==> src/rtl/regfile_dump_reader.sv <==
// Debug readback engine: walks register-file read port R0..R7 and streams each word with its index.
// Define REGFILE_DUMP_READER_CHECKSUM_EN to append an XOR checksum beat (out_idx=8) after R7.
module regfile_dump_reader #(
  parameter int NREG = 8,
  parameter int W    = 16
) (
  input  logic         Clk,
  input  logic         Reset,
  input  logic         start,
  input  logic         abort,
  output logic [2:0]   rd_sel,
  input  logic [W-1:0] rd_data,
  output logic         out_valid,
  input  logic         out_ready,
  output logic [3:0]   out_idx,
  output logic [W-1:0] out_data,
  output logic         busy,
  output logic         done
);

  localparam logic [2:0] IDLE = 3'd0;
  localparam logic [2:0] READ = 3'd1;
  localparam logic [2:0] SEND = 3'd2;
`ifdef REGFILE_DUMP_READER_CHECKSUM_EN
  localparam logic [2:0] CSUM = 3'd3;
`endif
  localparam logic [2:0] DONE = 3'd4;

  localparam logic [2:0] LAST = 3'(NREG - 1);

  logic [2:0] state;
  logic [2:0] idx;
`ifdef REGFILE_DUMP_READER_CHECKSUM_EN
  logic [W-1:0] acc;
`endif

  // idx is itself the registered read select; it is forced to 0 whenever the machine idles.
  assign rd_sel = idx;
  assign busy   = (state != IDLE);
  assign done   = (state == DONE);

  always_ff @(posedge Clk or negedge Reset) begin
    if (!Reset) begin
      state     <= IDLE;
      idx       <= '0;
      out_valid <= 1'b0;
      out_idx   <= '0;
      out_data  <= '0;
`ifdef REGFILE_DUMP_READER_CHECKSUM_EN
      acc       <= '0;
`endif
    end else if (abort && state != IDLE) begin
      // abort wins over a handshake completing in the same cycle
      state     <= IDLE;
      idx       <= '0;
      out_valid <= 1'b0;
    end else begin
      case (state)
        IDLE: begin
          if (start) begin
            idx   <= '0;
            state <= READ;
`ifdef REGFILE_DUMP_READER_CHECKSUM_EN
            acc   <= '0;
`endif
          end
        end
        READ: begin
          out_data  <= rd_data;
          out_idx   <= {1'b0, idx};
          out_valid <= 1'b1;
          state     <= SEND;
`ifdef REGFILE_DUMP_READER_CHECKSUM_EN
          acc       <= acc ^ rd_data;
`endif
        end
        SEND: begin
          if (out_ready) begin
            out_valid <= 1'b0;
            if (idx != LAST) begin
              idx   <= idx + 3'd1;
              state <= READ;
            end else begin
`ifdef REGFILE_DUMP_READER_CHECKSUM_EN
              // acc already holds the last word, captured in R7's READ
              out_data  <= acc;
              out_idx   <= 4'd8;
              out_valid <= 1'b1;
              state     <= CSUM;
`else
              state     <= DONE;
`endif
            end
          end
        end
`ifdef REGFILE_DUMP_READER_CHECKSUM_EN
        CSUM: begin
          if (out_ready) begin
            out_valid <= 1'b0;
            state     <= DONE;
          end
        end
`endif
        DONE: begin
          idx   <= '0;
          state <= IDLE;
        end
        default: begin
          idx   <= '0;
          state <= IDLE;
        end
      endcase
    end
  end

endmodule

==> config.mk <==
export PLATFORM = sky130hd
export DESIGN_NAME = regfile_dump_reader
export DESIGN_NICKNAME = d
export VERILOG_FILES = /design/src/rtl/regfile_dump_reader.sv
export SDC_FILE = /design/constraint.sdc
export NUM_CORES = 1
export LEC_CHECK = 0
export BUFFER_PORTS_ARGS = -buffer_cell sky130_fd_sc_hd__buf_2
export CORE_UTILIZATION = 51
export DETAILED_ROUTE_END_ITERATION = 7
export PLACE_DENSITY = 0.83
export SYNTH_ARGS = -nofsm -noshare
export SYNTH_HDL_FRONTEND = slang
export SYNTH_SLANG_ARGS = --single-unit
==> constraint.sdc <==
create_clock -name Clk -period 2.8 [get_ports Clk]
set_input_delay 0.28 -clock Clk [delete_from_list [all_inputs] [get_ports Clk]]
set_output_delay 0.28 -clock Clk [all_outputs]
set_load 0.01 [all_outputs]
==> results.py <==
metrics = {
    "run_status": {
        "outcome": "complete, no violations",
    },
    "logic_synthesis": {
        "synth_area_mm2": 0.00125,
        "ys_types": 31,
        "yosys.area.top_type": "dfrtp_1",
        "ys_ff_latch": 26,
        "yosys_warnings": 0,
        "syn-mean-instance-area_um2": 14.2,
        "synth_nets": 111,
        "synth_cells": 88,
        "ys_seq_area_frac": 0.521,
        "synth_area_leaders": "dfrtp_1 52%, mux2_4 12%, mux2_2 9.0%, ha_1 2.0%, buf_6 1.8%",
        "yosys.area.top_type_share": 0.521,
    },
    "global_route": {
        "first_global_vias": 803,
        "grt_max_degree": 27,
        "antenna_found_initial": 0,
        "grt-ovfl-total": 0,
        "grt_pass1_wl_mm": 3.81,
        "groute.usage.overall": 0.194,
    },
    "critical_path": {
        "critical_path_class": "reg2reg",
        "required_ns": 3.05,
        "start_kind": "flop",
        "crit_start": "rd_sel[0]",
        "critPathMaxFanout": 8,
        "end_kind": "flop",
        "r2r_start": "rd_sel[0]",
        "worstPathArrival_ns": 1.96,
    },
    "timing": {
        "period_minus_slack_ns": 1.70,
        "fin_tns_setup_ns": 0,
        "hold_violations": 0,
        "setup_violations": 0,
        "rsz0062_at_grt": "false",
        "finalCritPeriodShare": 0.608,
        "finClkSkew_ns": 0.00819,
        "slew_viol_final": 0,
        "max_slew.worst_pin.slew_ns": 0.564,
        "slew_headroom": 0.624,
        "fmax_mhz": 587,
    },
    "finish": {
        "drive_gt1_frac": 0.553,
        "stdcell_count": 160,
        "syn2layout_area_growth_pct": 19.1,
        "n_antenna_cell": 0,
        "nNetsFinal": 157,
        "fin_util": 0.660,
    },
    "route": {
        "detail-route-antenna-nets": 0,
        "vias": 847,
        "vias_per_cell": 5.29,
        "drcViolationCount": 0,
        "firstDrtPassIters": 3,
        "drt_wl_total_mm": 2.29,
        "drt_iter0_drc": 8,
        "avgRoutedWirePerCell_um": 14.3,
    },
    "die": {
        "die-area_mm2": 0.00265,
        "row_count": 17,
        "fp.coreArea_mm2": 0.00225,
        "die-height_um": 51.5,
        "ios": 47,
        "die_x_um": 51.5,
        "start_util": 0.554,
    },
    "place": {
        "dp_cells": 156,
        "post-dp-hpwl_mm": 1.70,
        "port_buffers": 45,
        "place.gp.congestion": 0.821,
    },
    "cts": {
        "path_clk_slew_ns": 0.13,
        "clockRootBuffer": "clkbuf_4",
        "cts_tree": "done",
        "h-tree-depth": 1,
        "clock_latency_ns": 0.32,
        "cts_resized": 0,
        "cts_setup_buffers": 0,
        "cts_hold_buf": 1,
        "clock_sinks": 26,
        "numCtsBuffers": 3,
        "clock_path_buffers": 2,
    },
    "pwr": {
        "p_per_area_mw_per_mm2": 681,
        "ir_worst_vdd_v": 0.000594,
        "leakage_uw": 0.000749,
    },
    "hold_path": {
        "holdCritStartpoint": "rd_data[2]",
        "hp-class": "in2reg",
    },
    "job": {
        "drv_cap": 0,
    },
}
[cell usage after synthesis]
master and count:
conb_1 1, buf_4 2, nor3_4 1, a221oi_1 2, o41ai_2 1, mux2i_1 1, nor3b_1 3, nand3_1 1
buf_12 1, buf_6 2, dfrtp_1 26, a211oi_1 1, o31ai_1 1, mux2_4 10, a311oi_1 1, nor2b_1 2
mux2_2 10, or3b_1 1, nand2_1 3, or3_1 1, o22a_1 1, clkbuf_1 1, a31oi_1 1, nand2b_4 1
nor3_1 1, o32ai_1 1, o2bb2ai_1 2, or4b_4 1, inv_1 2, nor2_1 4, ha_1 2
[path summary, 6_finish.rpt]
path,end,slack [ns],cells past startpoint
worst max-delay path,rd_sel[2],1.10,5
worst min-delay path,out_data[2],0.18,2
worst max register to register,rd_sel[2],1.10,5
worst min register to register,out_data[14],0.52,1
max in group asynchronous,out_data[6],1.95,2
min in group asynchronous,out_data[2],0.47,2
[state kept, by name, indices dropped and copies added, names as in the netlist]
signal     count
state          3
out_idx        3
out_valid      1
rd_sel         3
out_data      16
[final cells by class]
type / instances / area [um^2]
sequential: 26 / 651
tap: 28 / 35.0
multi-input combinational: 54 / 531
inverter: 2 / 7.51
clock buffer: 3 / 22.5
fill: 185 / 766
timing repair buffer: 47 / 243
[through the flow]
step | total power [uW] | cell area [um^2] | setup WS, ns | hold slack, ns
final | 1010 | 1490 | 1.10 | 0.181
after global routing | 1080 | 1490 | 0.986 | 0.160
after CTS | 1030 | 1490 | 1.11 | 0.176
after detailed placement | 873 | 1460 | 1.14 | 0.301
after global placement | 858 | 1460 | 1.15 | 0.291
after floorplan | 742 | 1250 | 1.19 | -0.0156
[power breakdown]
group          total (uW)  leakage (uW)  internal (uW)  switching (uW)
sequential            526      0.000322            467            58.3
clock                 151     0.0000138           50.4             100
combinational         337      0.000413            192             145
total                1010      0.000749            710             304
[critical path, cell delays in order (launching register included)]
cell	delay, ns
dfrtp_1	0.45
ha_1	0.22
ha_1	0.27
a311oi_1	0.37
a221oi_1	0.15
o2bb2ai_1	0.17
[cells by family (layout without fill, tap and decap cells)]
group / count (synthesis) / after routing / share of synthesized area
flip-flops: 26 / 26 / 0.521
multiplexers: 21 / 21 / 0.218
AND/OR/NAND/NOR: 19 / 19 / 0.104
AO/OA/AOI/OAI: 11 / 11 / 0.0791
buffers and inverters: 8 / 52 / 0.0551
adder cells (fa/ha/maj): 2 / 2 / 0.0200
other: 1 / 1 / 0.00300
[routing by layer]
metal  vias up  track usage  wire (um)
met5         -            0          0
met4         0       0.0405         21
met3         3       0.0468        100
met2        25        0.323       1150
met1       409        0.260       1020
li1        410            -          -
[cell usage in the layout, fill, tap and decap left out]
cell,count
conb_1,1
or3b_1,1
buf_4,1
buf_2,45
o22a_1,1
nor3b_1,3
o31ai_1,1
nor3_1,1
nor3_4,1
ha_1,2
mux2_4,10
a311oi_1,1
dfrtp_1,26
nand3_1,1
or3_1,1
o32ai_1,1
o2bb2ai_1,2
inv_1,2
or4b_4,1
dlygate4sd3_1,1
mux2_2,10
a221oi_1,2
a31oi_1,1
o41ai_2,1
nor2_1,4
mux2i_1,1
nor2b_1,2
nand2b_4,1
a211oi_1,1
clkbuf_4,3
nand2_1,3
No activity file was read; power rests on OpenSTA's default activity.
